### config.mk
export PLATFORM = sky130hd
export DESIGN_NAME = port_wrr_scheduler
export DESIGN_NICKNAME = d
export VERILOG_FILES = /design/src/rtl/hydra_pkg.sv /design/src/rtl/port_wrr_scheduler_prio_pick.sv /design/src/rtl/port_wrr_scheduler.sv
export SDC_FILE = /design/constraint.sdc
export NUM_CORES = 1
export LEC_CHECK = 0
export BUFFER_PORTS_ARGS = -buffer_cell sky130_fd_sc_hd__buf_4
export CELL_PAD_IN_SITES_DETAIL_PLACEMENT = 1
export CELL_PAD_IN_SITES_GLOBAL_PLACEMENT = 1
export CORE_ASPECT_RATIO = 0.6
export CORE_UTILIZATION = 30
export DETAILED_ROUTE_END_ITERATION = 6
export PLACE_DENSITY = 0.6
export SYNTH_ARGS = -nofsm -noshare
export SYNTH_HDL_FRONTEND = slang
export SYNTH_SLANG_ARGS = --single-unit
### constraint.sdc
create_clock -name clk -period 2.82 [get_ports clk]
set_input_delay 0.282 -clock clk [delete_from_list [all_inputs] [get_ports clk]]
set_output_delay 0.282 -clock clk [all_outputs]
set_load 0.02 [all_outputs]
### src/rtl/hydra_pkg.sv
`default_nettype none
// ============================================================================
// Module      : hydra_pkg
// Description : Shared definitions for the port scheduler: queue count,
//               priority index type, credit type, FSM state encoding and
//               the credit reload value.
// Revision    : 1.0 - initial release
// ============================================================================
package hydra_pkg;

  localparam int NPRIO    = 8;
  localparam int PRIO_W   = 3;
  localparam int CREDIT_W = 4;

  typedef logic [PRIO_W-1:0]   prio_t;
  typedef logic [CREDIT_W-1:0] credit_t;

  typedef enum logic [2:0] {
    ST_IDLE   = 3'd0,
    ST_ARB    = 3'd1,
    ST_RELOAD = 3'd2,
    ST_GRANT  = 3'd3,
    ST_XFER   = 3'd4
  } state_e;

  // Full credit for queue p: higher priorities get proportionally more slots.
  function automatic credit_t credit_full(input int p);
    return credit_t'(p + 1);
  endfunction

endpackage
`default_nettype wire

### src/rtl/port_wrr_scheduler_prio_pick.sv
`default_nettype none
// ============================================================================
// Module      : prio_pick
// Description : Highest-index selector over an N-bit request mask.
// Ports       : mask  - request bits, bit N-1 has highest priority
//               found - at least one mask bit is set
//               idx   - index of the highest set bit (0 when none)
// Revision    : 1.0 - initial release
// ============================================================================
module prio_pick
  import hydra_pkg::*;
#(
  parameter int N = 8
) (
  input  logic [N-1:0] mask,
  output logic         found,
  output prio_t        idx
);

  // Ascending scan: the last set bit seen (the highest) wins.
  always_comb begin
    found = 1'b0;
    idx   = '0;
    for (int i = 0; i < N; i++) begin
      if (mask[i]) begin
        found = 1'b1;
        idx   = prio_t'(i);
      end
    end
  end

endmodule
`default_nettype wire

### src/rtl/port_wrr_scheduler.sv
`default_nettype none
// ============================================================================
// Module      : port_wrr_scheduler
// Description : Per-output-port packet scheduler selecting one of NPRIO
//               queues, either strict priority or credit-based weighted
//               round-robin (queue p gets p+1 grants per round).
// Ports       : clk, rst_n      - clock, synchronous active-low reset
//               wrr_en          - 1 = WRR, 0 = strict (sampled in ARB only)
//               ready           - downstream port can accept a packet
//               q_vld[NPRIO]    - queue holds a complete packet
//               grant_vld/prio  - selected queue, held until grant_ack
//               grant_ack       - read engine accepted the grant
//               pkt_done        - read engine finished the packet
//               busy            - scheduler not in IDLE
//               grant_cnt       - per-queue accepted grant counters,
//                                 only with SCHED_STATS_EN defined
// Config      : `define SCHED_STATS_EN to add the grant_cnt statistics.
// Revision    : 1.0 - initial release
// ============================================================================
module port_wrr_scheduler
  import hydra_pkg::*;
#(
  parameter int NPRIO = hydra_pkg::NPRIO,
  parameter int CNT_W = 16
) (
  input  logic             clk,
  input  logic             rst_n,
  input  logic             wrr_en,
  input  logic             ready,
  input  logic [NPRIO-1:0] q_vld,
  output logic             grant_vld,
  output logic [2:0]       grant_prio,
  input  logic             grant_ack,
  input  logic             pkt_done,
  output logic             busy
`ifdef SCHED_STATS_EN
  ,
  output logic [NPRIO*CNT_W-1:0] grant_cnt
`endif
);

  state_e     state_q, state_d;
  prio_t      grant_prio_q, grant_prio_d;
  logic       wrr_mode_q, wrr_mode_d;   // wrr_en captured at arbitration
  credit_t    credit_q [NPRIO];
  credit_t    credit_d [NPRIO];

  logic [NPRIO-1:0] credit_nz;
  logic             any_found, wrr_found;
  prio_t            any_idx, wrr_idx;
  logic             accept;

  for (genvar p = 0; p < NPRIO; p++) begin : g_credit_nz
    assign credit_nz[p] = |credit_q[p];
  end

  prio_pick #(.N(NPRIO)) u_pick_strict (
    .mask  (q_vld),
    .found (any_found),
    .idx   (any_idx)
  );

  prio_pick #(.N(NPRIO)) u_pick_wrr (
    .mask  (q_vld & credit_nz),
    .found (wrr_found),
    .idx   (wrr_idx)
  );

  assign accept = (state_q == ST_GRANT) && grant_ack;

  always_comb begin
    state_d      = state_q;
    grant_prio_d = grant_prio_q;
    wrr_mode_d   = wrr_mode_q;
    credit_d     = credit_q;
    case (state_q)
      ST_IDLE: begin
        if (ready && (|q_vld)) state_d = ST_ARB;
      end
      ST_ARB: begin
        if (!any_found) begin
          state_d = ST_IDLE;
        end else if (!wrr_en) begin
          state_d      = ST_GRANT;
          grant_prio_d = any_idx;
          wrr_mode_d   = 1'b0;
        end else if (wrr_found) begin
          state_d      = ST_GRANT;
          grant_prio_d = wrr_idx;
          wrr_mode_d   = 1'b1;
        end else begin
          // Valid queues exist but the round is exhausted.
          state_d = ST_RELOAD;
        end
      end
      ST_RELOAD: begin
        for (int p = 0; p < NPRIO; p++) credit_d[p] = credit_full(p);
        state_d = ST_ARB;
      end
      ST_GRANT: begin
        if (grant_ack) begin
          state_d = ST_XFER;
          // Nonzero check keeps the credit from wrapping below zero.
          if (wrr_mode_q && (credit_q[grant_prio_q] != '0))
            credit_d[grant_prio_q] = credit_q[grant_prio_q] - credit_t'(1);
        end
      end
      ST_XFER: begin
        if (pkt_done) state_d = ST_IDLE;
      end
      default: state_d = ST_IDLE;
    endcase
  end

  always_ff @(posedge clk) begin
    if (!rst_n) begin
      state_q      <= ST_IDLE;
      grant_prio_q <= '0;
      wrr_mode_q   <= 1'b0;
      for (int p = 0; p < NPRIO; p++) credit_q[p] <= credit_full(p);
    end else begin
      state_q      <= state_d;
      grant_prio_q <= grant_prio_d;
      wrr_mode_q   <= wrr_mode_d;
      credit_q     <= credit_d;
    end
  end

  assign grant_vld  = (state_q == ST_GRANT);
  assign grant_prio = grant_prio_q;
  assign busy       = (state_q != ST_IDLE);

`ifdef SCHED_STATS_EN
  logic [CNT_W-1:0] cnt_q [NPRIO];
  logic [CNT_W-1:0] cnt_d [NPRIO];

  always_comb begin
    cnt_d = cnt_q;
    // Natural wrap at 2^CNT_W.
    if (accept) cnt_d[grant_prio_q] = cnt_q[grant_prio_q] + 1'b1;
  end

  always_ff @(posedge clk) begin
    if (!rst_n) begin
      for (int p = 0; p < NPRIO; p++) cnt_q[p] <= '0;
    end else begin
      cnt_q <= cnt_d;
    end
  end

  for (genvar p = 0; p < NPRIO; p++) begin : g_cnt_out
    assign grant_cnt[p*CNT_W +: CNT_W] = cnt_q[p];
  end
`else
  logic unused_accept;
  assign unused_accept = accept;
`endif

endmodule
`default_nettype wire

==> qor.log <==
[worst_setup_path] Critical Path Slowest Stage Cell sky130_fd_sc_hd__a221o_1
[synth] FF+latch count, synth 39
[global_route] largest net degree at the start of global routing 25
[floorplanning] Starting Density 32.0%
[placed_design] detailed-placement wirelength estimate 6.79 mm
[clocking] clock root buffer sky130_fd_sc_hd__clkbuf_16
[sta] final-report setup violation count 0
[placed_design] total instance count after detailed placement 373
[layout] highest-count cells in the layout ignoring fill and taps sky130_fd_sc_hd__buf_4, sky130_fd_sc_hd__dfxtp_1, sky130_fd_sc_hd__nor2_1, sky130_fd_sc_hd__nand2_1, sky130_fd_sc_hd__a21oi_1
[clocking] clock slew at reported path FFs 0.06 ns
[worst_setup_path] Critical Path Fanout Max 5
[worst_setup_path] startpoint type of the worst setup path register
[worst_setup_path] endpoint type of the worst setup path register
[clocking] Clock Sink Count 39
[layout] leading cell type in the layout, fill and taps excluded sky130_fd_sc_hd__buf_4
[routing] drt total wl 8.65 mm
[routing] detail-routed net length per standard cell 22.7 um
[synth] Distinct cells, synth 58
[layout] Ant. Diodes 0
[pwr] power density of the placed cells 600 nW/um^2
[clocking] TritonCTS clock tree yes
[routing] TritonRoute pass-1 iters 4
[layout] number of inserted filler cells in the final layout 820
[synth] largest cells by area after synthesis sky130_fd_sc_hd__dfxtp_1, sky130_fd_sc_hd__nor2_1, sky130_fd_sc_hd__a32o_1
[floorplanning] horizontal extent of the die 113 um
[sta] RSZ-0062 raised after global routing false
[sta] Final min period 2.66 ns
[layout] fin cells 381
[worst_setup_path] max incr delay on CP 0.38 ns
[clocking] H-tree depth reported by CTS 2
[floorplanning] area of the core region 6910 um^2
[routing] average vias per placed instance 5.76
[floorplanning] IO Pins 19
[floorplanning] height of the die 68.5 um
[layout] Layout Nets 308
[placed_design] global placer's final weighted congestion 0.886
[synth] Synthesis Warnings 0
[placed_design] worst slack at placement 0.180 ns
[routing] Vias 2195
[sta] worst-case setup margin in the final layout 0.163 ns
[sta] TNS Setup 0 ns
[pwr] static leakage power 1.06 nW
[synth] number of enable-type register cells in the synthesized netlist 0
[layout] flip-flop and latch area 782 um^2
[global_route] total track usage 24.8%
[synth] combined area of all synthesized cells 2210 um^2
[layout] combined area of the multi-input logic cells 1350 um^2
[sta] final worst path period share 94.2%
[sta] number of hold-slack violations in the final timing report 0
[floorplanning] number of cell rows 23
[worst_setup_path] critical-path cell list mux2_2, a221o_1, a2bb2oi_4, ha_4, nand2_1, o41ai_4, buf_4, buf_4, a21oi_1, nor3b_2, a41oi_1
[global_route] remaining global-route overflow 0
[job] total of max-cap violations 0
[synth] cell type with the highest aggregate area in the netlist sky130_fd_sc_hd__dfxtp_1
[clocking] maximum clock path buffer count 2
[sta] Slew Viols, Final 0
[worst_setup_path] most repeated library cell on the critical path sky130_fd_sc_hd__buf_4
[synth] Post-synth ARST share 0%
[worst_setup_path] Worst Path Class, Setup reg -> reg
[layout] synthesis-to-layout area growth 25.5%
[synth] fraction of synthesized cell area taken by the top area cell type 35.3%
[worst_setup_path] WP data arrival 2.79 ns
[clocking] Clk Latency, worst-skew pair 0.28 ns
[clocking] Post-CTS Setup Bufs 0
[routing] detailed router's first-iteration violation count 161
[synth] Post-Syn Nets 271
[global_route] vias in the first global route 2232
[worst_hold_path] type of the tightest min-delay check in -> reg
[pwr] IR drop worst, VDD 0.199 mV
[layout] Final Util 40.2%
[worst_setup_path] worst setup slack for register-to-register paths 0.16 ns
[placed_design] number of I/O port buffers 18
[floorplanning] die outline area 7730 um^2
[synth] average footprint of a synthesized cell 8.64 um^2
[run_status] result of the run finished, final reports clean
[sta] achievable clock frequency 376 MHz
[worst_setup_path] data required time at the worst endpoint 2.96 ns
[sta] final clock skew 0.00386 ns
[sta] worst rel slew slack 56.4%
[sta] Slew @ Worst Pin 0.651 ns
[synth] ys flop type sky130_fd_sc_hd__dfxtp_1
[synth] Cells after Synth 256
[global_route] initial antenna violation count 0
[clocking] number of buffers added by the clock tree synthesis step 5
[routing] number of design rule violations left after detail routing 0
[routing] ANT nets after route 0
[global_route] first-pass GRT wire length 13.7 mm
[layout] proportion of layout cells with a drive suffix above 1 22.4%
[synth] sequential cell area fraction in the yosys report 35.3%
state kept, by name (all words and copies together) (netlist names):
register and count:
wrr_mode_q 1, state_q 3, grant_prio 3, credit_q 32
repair_timing:
item,4_1_cts,5_1_grt
gates resized for setup,0,1
hold buffers,0,0
endpoints found under the setup margin,0,1
per-layer routing:
metal  routed length, um  track usage (%)  up-vias
li1                    -                -     1043
met1                4600             38.4     1084
met3                 771             5.33        2
met2                3250             35.0       66
met4                  27             4.11        0
met5                   0                0        -
cell families (layout without fill, tap and decap cells):
family / Yosys count / after routing / synth area share, %
AO/OA/AOI/OAI: 86 / 86 / 30.4
XOR/XNOR: 2 / 2 / 0.792
adder cells (fa/ha/maj): 1 / 1 / 0.566
buffers and inverters: 24 / 62 / 4.81
flip-flops: 39 / 39 / 35.3
multiplexers: 14 / 14 / 8.03
AND/OR/NAND/NOR: 90 / 90 / 20.1
stage by stage:
stage / instance area (um^2) / hold WS, ns / power [W]
3_5_place_dp: 2610 / 0.471 / 0.00106
2_1_floorplan: 2240 / 0.393 / 0.000878
6_report: 2780 / 0.256 / 0.00167
5_1_grt: 2780 / 0.270 / 0.00174
3_3_place_gp: 2610 / 0.471 / 0.00106
4_1_cts: 2770 / 0.250 / 0.00167
synth_stat cells (all sizes together), types with 3 or more instances:
master   n
dfxtp   39
nor2    33
nand2   22
a21oi   17
inv     12
a32o     9
o41ai    9
clkbuf   8
mux2i    8
o21ai    8
o22ai    7
a22o     5
nand2b   5
nand3    5
nor3     5
o21a     5
buf      4
mux2     4
a31oi    3
nor2b    3
nor3b    3
or2      3
worst max-delay path, delay by kind of cell, from the launching register on:
family          cells  cell delay [ns]
compound gates      5             1.08
flops               1             0.34
mux                 1             0.33
buf+inv             2             0.32
simple gates        2             0.28
fa+ha+maj           1             0.15
power breakdown:
part,leakage [nW],internal [W],switching (W)
clock,0.0761,0.000376,0.000233
combinational,0.663,0.000204,0.000278
sequential,0.316,0.000563,0.0000107
area by class of cell:
type                            count  share of cell area [%]
Tap cell                           87                    3.92
Timing Repair Buffer               42                    11.8
Sequential cell                    39                    28.2
Clock inverter                      1                   0.271
Multi-Input combinational cell    193                    48.7
Inverter                           12                    1.62
Clock buffer                        7                    5.50
final timing paths:
check,from,end,depth (start not counted)
setup / recovery,grant_prio[2],credit_q[3],11
hold / removal,grant_ack,state_q[0],2
hold reg to reg,wrr_mode_q,wrr_mode_q,2
setup reg to reg,grant_prio[2],credit_q[3],11
Power figures use the tool's default switching activity.
